==> config.mk <==
export PLATFORM = sky130hd
export DESIGN_NAME = inv
export DESIGN_NICKNAME = d
export VERILOG_FILES = /design/src/rtl/inv.sv
export SDC_FILE = /design/constraint.sdc
export NUM_CORES = 1
export LEC_CHECK = 0
export BUFFER_PORTS_ARGS = -buffer_cell sky130_fd_sc_hd__buf_2
export CORE_AREA = 4 4 41 43
export DETAILED_ROUTE_END_ITERATION = 8
export DIE_AREA = 0 0 45 47
export GPL_ROUTABILITY_DRIVEN = 0
export PLACE_DENSITY = 0.81
export SYNTH_ARGS = -nofsm -noshare
export SYNTH_HDL_FRONTEND = slang
export SYNTH_SLANG_ARGS = --single-unit
==> constraint.sdc <==
create_clock -name clk -period 2.45 [get_ports clk]
set_input_delay 0.3675 -clock clk [delete_from_list [all_inputs] [get_ports clk]]
set_output_delay 0.3675 -clock clk [all_outputs]
set_load 0.005 [all_outputs]
==> src/rtl/inv.sv <==
// One-bit full adder: combinational sum/carry plus a registered stage with a stored
// carry for LSB-first serial addition and a count of accepted bit-additions.
module inv #(
  parameter int CNT_W = 8
) (
  input  logic             clk,
  input  logic             rst_n,
  input  logic             a,
  input  logic             b,
  input  logic             c0,
  input  logic             en,
  input  logic             ser,
  input  logic             clr,
  output logic             s,
  output logic             c,
  output logic             s_q,
  output logic             c_q,
  output logic             cy_q,
  output logic [CNT_W-1:0] cnt,
  output logic             cnt_wrap
);

  logic             s_reg_q, s_reg_d;
  logic             c_reg_q, c_reg_d;
  logic             cy_reg_q, cy_reg_d;
  logic [CNT_W-1:0] cnt_q, cnt_d;
  logic             wrap_q, wrap_d;
  logic             cin_eff;

  assign s = a ^ b ^ c0;
  assign c = (a & b) | (a & c0) | (b & c0);

  // Serial mode chains the previous bit's carry into this one.
  assign cin_eff = ser ? cy_reg_q : c0;

  always_comb begin
    s_reg_d  = s_reg_q;
    c_reg_d  = c_reg_q;
    cy_reg_d = cy_reg_q;
    cnt_d    = cnt_q;
    wrap_d   = 1'b0;
    if (clr) begin
      s_reg_d  = 1'b0;
      c_reg_d  = 1'b0;
      cy_reg_d = 1'b0;
      cnt_d    = '0;
    end else if (en) begin
      s_reg_d  = a ^ b ^ cin_eff;
      c_reg_d  = (a & b) | (a & cin_eff) | (b & cin_eff);
      cy_reg_d = (a & b) | (a & cin_eff) | (b & cin_eff);
      cnt_d    = cnt_q + 1'b1;
      wrap_d   = &cnt_q;
    end
  end

  always_ff @(posedge clk or negedge rst_n) begin
    if (!rst_n) begin
      s_reg_q  <= 1'b0;
      c_reg_q  <= 1'b0;
      cy_reg_q <= 1'b0;
      cnt_q    <= '0;
      wrap_q   <= 1'b0;
    end else begin
      s_reg_q  <= s_reg_d;
      c_reg_q  <= c_reg_d;
      cy_reg_q <= cy_reg_d;
      cnt_q    <= cnt_d;
      wrap_q   <= wrap_d;
    end
  end

  assign s_q      = s_reg_q;
  assign c_q      = c_reg_q;
  assign cy_q     = cy_reg_q;
  assign cnt      = cnt_q;
  assign cnt_wrap = wrap_q;

endmodule

Yosys cells after proc, flatten, opt, wreduce, memory -nomap -nowiden
Index checks and enable logic that the tools add are counted.
- logic and storage cells: 28
- input port bits: 8
- flip-flop bits (word level): 11
- bitwise operators: 12
- $add $sub $neg: 1
- reduce and logical (&&, ||, !) cells: 2
- muxes and demuxes: 9
- operator list (operator ; count):
    $mux W8 ; 2
    $add A8 B1 Y8 const B ; 1
    $reduce_and A8 Y1 ; 1
    $mux W1 ; 7
    $and A1 B1 Y1 ; 5
    $or A1 B1 Y1 ; 4
    $xor A1 B1 Y1 ; 3
    $reduce_bool A2 Y1 ; 1

Longest topological paths before layout
Gate-level depths: netlist of the first run.
- depth in word-level cells: 6
- depth in mapped cells: 4

Least setup slack after synthesis of the first run
Ideal clock, no wire load.
- path kind: input-to-reg
- from: input port ser
- to: register s_reg_q, in the netlist s_q
- data arrival time: 1.273 ns
- cell stages on the path: 4
- setup slack: 1.045 ns
- buffers on the path: 0
- required time: 2.318 ns
- cells stage by stage: mux2_2 > fa_1 > mux2i_1 > nor2_1
- longest elaborated chain between the ends: 4
- ends and longest elaborated chain (element ; line ; source):
    start, declared ; 12 ; input logic ser,
    $mux W1 ; 34 ; assign cin_eff = ser ? cy_reg_q : c0;
    $xor A1 B1 Y1 ; 48 ; s_reg_d = a ^ b ^ cin_eff;
    $mux W1 ; 47 ; end else if (en) begin
    $mux W1 ; 42 ; if (clr) begin
    end signal, assigned ; 64 ; s_reg_q <= s_reg_d;
    end, declared ; 23 ; logic s_reg_q, s_reg_d;
No other way between the ends. The select of a mux whose other input is x is not followed.
A chain may end at the register's enable or synchronous reset.

Worst setup path in the final report of the first run
- from: input port a
- to: output port s
- longest elaborated chain between the ends: 2
- ends and longest elaborated chain (element ; line ; source):
    start, declared ; 8 ; input logic a,
    $xor A1 B1 Y1 (2 in series) ; 30 ; assign s = a ^ b ^ c0;
    end, declared ; 14 ; output logic s,
No other way between the ends.

==> results of run 1 <==
==> registers in the layout, summed over array words and instances, names as in the netlist <==
signal / flops
cnt: 8
cnt_wrap: 1
cy_q: 1
s_q: 1
==> final cells by class <==
class                           instances  area, sq um  area share [%]
Multi-Input combinational cell         37          265            37.9
Tap cell                               15         18.8            2.68
Clock buffer                            4         26.3            3.75
Timing Repair Buffer                   22          115            16.4
Sequential cell                        11          275            39.3
==> through the flow <==
stage | hold WS [ns] | setup WS, ns
3_3_place_gp | 0.245 | 0.950
5_1_grt | 0.425 | 0.912
3_5_place_dp | 0.247 | 0.914
6_report | 0.412 | 0.942
4_1_cts | 0.403 | 0.937
2_1_floorplan | 0.0719 | 1.05
==> placed cells by master (no fill, tap or decap) <==
master         count
ha_1               1
dlygate4sd3_1      1
or4_1              1
mux2_2             1
buf_2             21
dfrtp_1           11
or3_1              2
xor2_1             3
xnor2_1            1
fa_1               2
o21ai_0            3
mux2i_1            3
clkbuf_4           3
nand4_1            3
nor4_1             1
nor2_1             7
nor2b_1            1
nand2_1            3
nand4_2            1
nand3_1            2
a21oi_1            2
clkbuf_1           1
==> per-layer routing <==
| layer | wire length [microns] | vias to the layer above | share of wire, % | global-route usage, % |
|---|---|---|---|---|
| met3 | 80 | 4 | 6.9 | 4.60 |
| li1 | - | 226 | - | - |
| met2 | 546 | 14 | 47 | 19.8 |
| met4 | 25 | 0 | 2.2 | 9.94 |
| met1 | 500 | 215 | 43 | 17.0 |
| met5 | 0 | - | 0 | 0 |
==> how the worst max path moves through the flow <==
stage,to,slack (ns),cells past startpoint,startpoint
detailed placement,s_q$_DFFE_PN0P_,0.91,5,ser
floorplan,s_q$_DFFE_PN0P_,1.05,4,ser
CTS,s,0.94,3,a
finish,s,0.94,3,a
global placement,s_q$_DFFE_PN0P_,0.95,5,ser
global route,s_q$_DFFE_PN0P_,0.91,4,cy_q$_DFFE_PN0P_
==> logic make-up after synthesis <==
logic type	after synthesis	synth area share [%]
flip-flops	11	49.2
multiplexers	4	7.38
XOR/XNOR	4	6.27
AO/OA/AOI/OAI	5	4.47
adder cells (fa/ha/maj)	3	9.40
AND/OR/NAND/NOR	21	19.9
buffers and inverters	3	3.35
==> power breakdown <==
group | switching, mW | internal [mW]
clock | 0.0601 | 0.0631
sequential | 0.00826 | 0.188
combinational | 0.0252 | 0.0235
total | 0.0936 | 0.274
==> results.cfg, run 1 <==
[pwr]
power_uw = 368
powerDensity_mw_per_mm2 = 525
irDropWorstVdd_mv = 0.407
power.leakage_nw = 0.369

[critical_path]
rrSetupSlack_ns = 1.02
start_kind = primary input
max_stage_delay_ns = 0.53
required_ns = 2.08
critical_path_class = primary input to output pin
reg2regPathDepth = 4
worstReg2RegStart = cy_q$_DFFE_PN0P_
critPathCaptureType = output pin
critical_path_buf_inv_count = 2
cp.arrival_ns = 1.14
cp_max_fo = 2
path_common_cell = buf_2
path_delay_family = adder cells
crit_chain = buf_2 -> fa_1 -> buf_2
cpMaxStageDelayCell = fa_1
r2r-end = s_q$_DFFE_PN0P_

[cts]
cts_tree = done
numCtsBuffers = 3
cts.sink_count = 11
clk_pin_slew_ns = 0.06
post_cts_buffers = 0
clock_path_buffers = 2
clkLatencyLatePin_ns = 0.27
cts_resized = 0
ctsHoldBuffers = 1
cts_root_buffer = clkbuf_4
ctsHtreeMaxLevel = 1

[worst_hold_path]
hold_path_depth = 2
hp-class = primary input to register
min_to = cnt[5]$_DFFE_PN0P_
min_from = clr

[floorplan]
num_rows = 13
initial_core_util_pct = 43.0
dieHeight_microns = 47
core_sq_mm = 0.00130
pin_count = 22
dieArea_sq_mm = 0.00212
die_w_microns = 45

[sta]
hold_viol = 0
maxSlewHeadroom_pct = 84.6
fmax_mhz = 663
fin_worst_skew_ns = 0.00223
setup_viol = 0
rsz0062_at_grt = false
drv_slew = 0
min_period_ns = 1.51
period_share_pct = 61.5
fin_tns_setup_ns = 0
worst_pin_slew_ns = 0.229

[place]
dp.cells = 84
portBuffers = 21
place_hpwl_microns = 863
place_area_sq_um = 664

[global_routing]
grt_pass1_vias = 466
grt_max_degree = 13
grt_pass1_wl_microns = 1960
antenna_found_initial = 0
gr-total-overflow = 0
grt_use_total_pct = 13.7

[yosys]
syn_area_per_cell_sq_um = 11.0
syn-num-nets = 62
ys_warn_count = 0
synthTopCellsByArea = dfrtp_1 (49%), fa_1 (7.2%), mux2i_1 (5.4%)
synth.top_cell.area_share_pct = 49.2
syn_inst = 51
synthArstFlopShare_pct = 100
yosysMostFrequentCell = dfrtp_1
synth-edff-count = 0
netlist_area_sq_um = 559
yosysTopAreaCell = dfrtp_1
synth_ff_type = dfrtp_1
ys_seq_area_share_pct = 49.2
synth_common_cells = dfrtp_1 (11), nor2_1 (7)
ys_seq_elements = 11
synth_cell_types = 20

[job]
drv_cap = 0

[cells_and_area]
fin_area_sq_um = 701
areaGrowthSynthToFinish_pct = 25.3
nets = 86
drive_above_1_share_pct = 35.1
final_cells = 89
fill_cells = 123
fin_util_pct = 53.8
antenna_cells = 0

[routing]
via_count = 459
drc = 0
firstDrtPassIters = 3
wire_per_inst_microns = 12.9
wl_microns = 1150
vias_per_cell = 5.16
ant_nets = 0
dr.first_iter.drc_count = 9

[outcome]
status = completed
Note: power is estimated with default switching activity, not from simulation.
==> run 2: changes to the inputs <==
- clock period: 2.45 -> 1.5 ns (I/O delays scaled with it)
==> run 2 against run 1 <==
Clock skew is essentially flat. Die area is the same. Highest routed layer is now met3. Largest cell class unchanged. Clock power grew 62%.
==> results.cfg, run 2 (synthesis results as in run 1) <==
[critical_path]
cp_max_fo = 4
cp.arrival_ns = 1.60
start_kind = register
critPathCaptureType = register
required_ns = 1.65
critical_path_class = register to register

[sta]
fmax_mhz = 692
fin_worst_skew_ns = 0.00229
drv_slew = 0
setup_slack_ns = 0.0548
min_period_ns = 1.45
maxSlewHeadroom_pct = 81.5
setup_viol = 0
worst_pin_slew_ns = 0.275
hold_viol = 0
rsz0062_at_grt = true
period_share_pct = 96.3

[job]
drv_cap = 0

[routing]
ant_nets = 0
wl_met3_microns = 71
vias_per_cell = 5.29
wl_microns = 1270
met1Wirelength_microns = 503
wl_met2_microns = 695
firstDrtPassIters = 3
via_count = 476
drc = 0
dr.first_iter.drc_count = 7
routed.top_layer = met3
wire_per_inst_microns = 14.1

[floorplan]
core_sq_mm = 0.00130
die_w_microns = 45
dieHeight_microns = 47
dieArea_sq_mm = 0.00212
num_rows = 13
pin_count = 22
initial_core_util_pct = 43.0

[cells_and_area]
fin_util_pct = 54.7
fin_area_sq_um = 712
final_common_cell = buf_2
areaGrowthSynthToFinish_pct = 27.3
antenna_cells = 0
drive_above_1_share_pct = 36.0
largest_reg_flops = 8
final_cell_mix = buf_2 (21), dfrtp_1 (11), nor2_1 (7)
nets = 87

[global_routing]
grt_pass1_wl_microns = 2090
antenna_found_initial = 0
grt_use_total_pct = 14.6
grt_max_degree = 13
grt_pass1_vias = 465
gr-total-overflow = 0

[cts]
cts.sink_count = 11
post_cts_buffers = 0
clkLatencyLatePin_ns = 0.26
numCtsBuffers = 3
cts_root_buffer = clkbuf_4
cts_tree = done
clk_pin_slew_ns = 0.07
ctsHtreeMaxLevel = 1
clock_path_buffers = 2

[outcome]
status = completed

[place]
portBuffers = 21
place_area_sq_um = 672
place_ws_ns = 0.0533
place_hpwl_microns = 941

[pwr]
irDropWorstVdd_mv = 0.478
powerDensity_mw_per_mm2 = 852
power.leakage_nw = 0.378
power_uw = 606

[worst_hold_path]
hp-class = primary input to register
[run 2: final cells by class]
cell class / count / area, sq um
clock buffer: 4 / 26.3
multi-input combinational: 37 / 269
fill: 127 / 589
tap: 15 / 18.8
timing repair buffer: 23 / 123
sequential: 11 / 275
[run 2: layer usage]
layer,vias to the layer above,track usage [%]
met5,-,0
met4,0,8.77
met3,0,5.75
met2,13,22.9
met1,237,17.0
li1,226,-
[run 2: final timing paths]
| kind | cells after the start | endpoint | slack, ns | start |
|---|---|---|---|---|
| min in group asynchronous | 2 | cnt[2]$_DFFE_PN0P_ | 0.36 | rst_n |
| setup reg to reg | 4 | s_q$_DFFE_PN0P_ | 0.05 | cy_q$_DFFE_PN0P_ |
| hold reg to reg | 2 | cnt_wrap$_DFF_PN0_ | 0.56 | cnt[7]$_DFFE_PN0P_ |
| max in group asynchronous | 2 | cnt[7]$_DFFE_PN0P_ | 0.94 | rst_n |
| setup / recovery | 4 | s_q$_DFFE_PN0P_ | 0.05 | cy_q$_DFFE_PN0P_ |
| hold / removal | 2 | s_q$_DFFE_PN0P_ | 0.27 | clr |
[run 2: where the power goes]
group / total, mW / switching, mW / internal (mW)
logic: 0.0910 / 0.0475 / 0.0436
registers: 0.316 / 0.00971 / 0.306
clock network: 0.199 / 0.0963 / 0.103
total: 0.606 / 0.153 / 0.453
[run 2: stage by stage]
| stage | TNS [ns] | cells | hold WS (ns) |
|---|---|---|---|
| CTS | 0 | 90 | 0.256 |
| global route | -0.000321 | 90 | 0.274 |
| global placement | 0 | 85 | 0.104 |
| detailed placement | 0 | 85 | 0.105 |
| finish | 0 | 90 | 0.267 |
| floorplan | 0 | 51 | -0.0706 |
[run 2: timing repair]
action | in CTS | in global routing
hold buffers | 1 | 0
endpoints found under the hold margin | 11 | 0
setup endpoints to repair | 0 | 1
resized for setup | 0 | 1
[run 2: worst max-delay path, stage by stage, from the launching register on]
cell and delay [ns]:
dfrtp_1 0.41, mux2_4 0.28, fa_1 0.43, mux2i_1 0.16
nor2_1 0.06
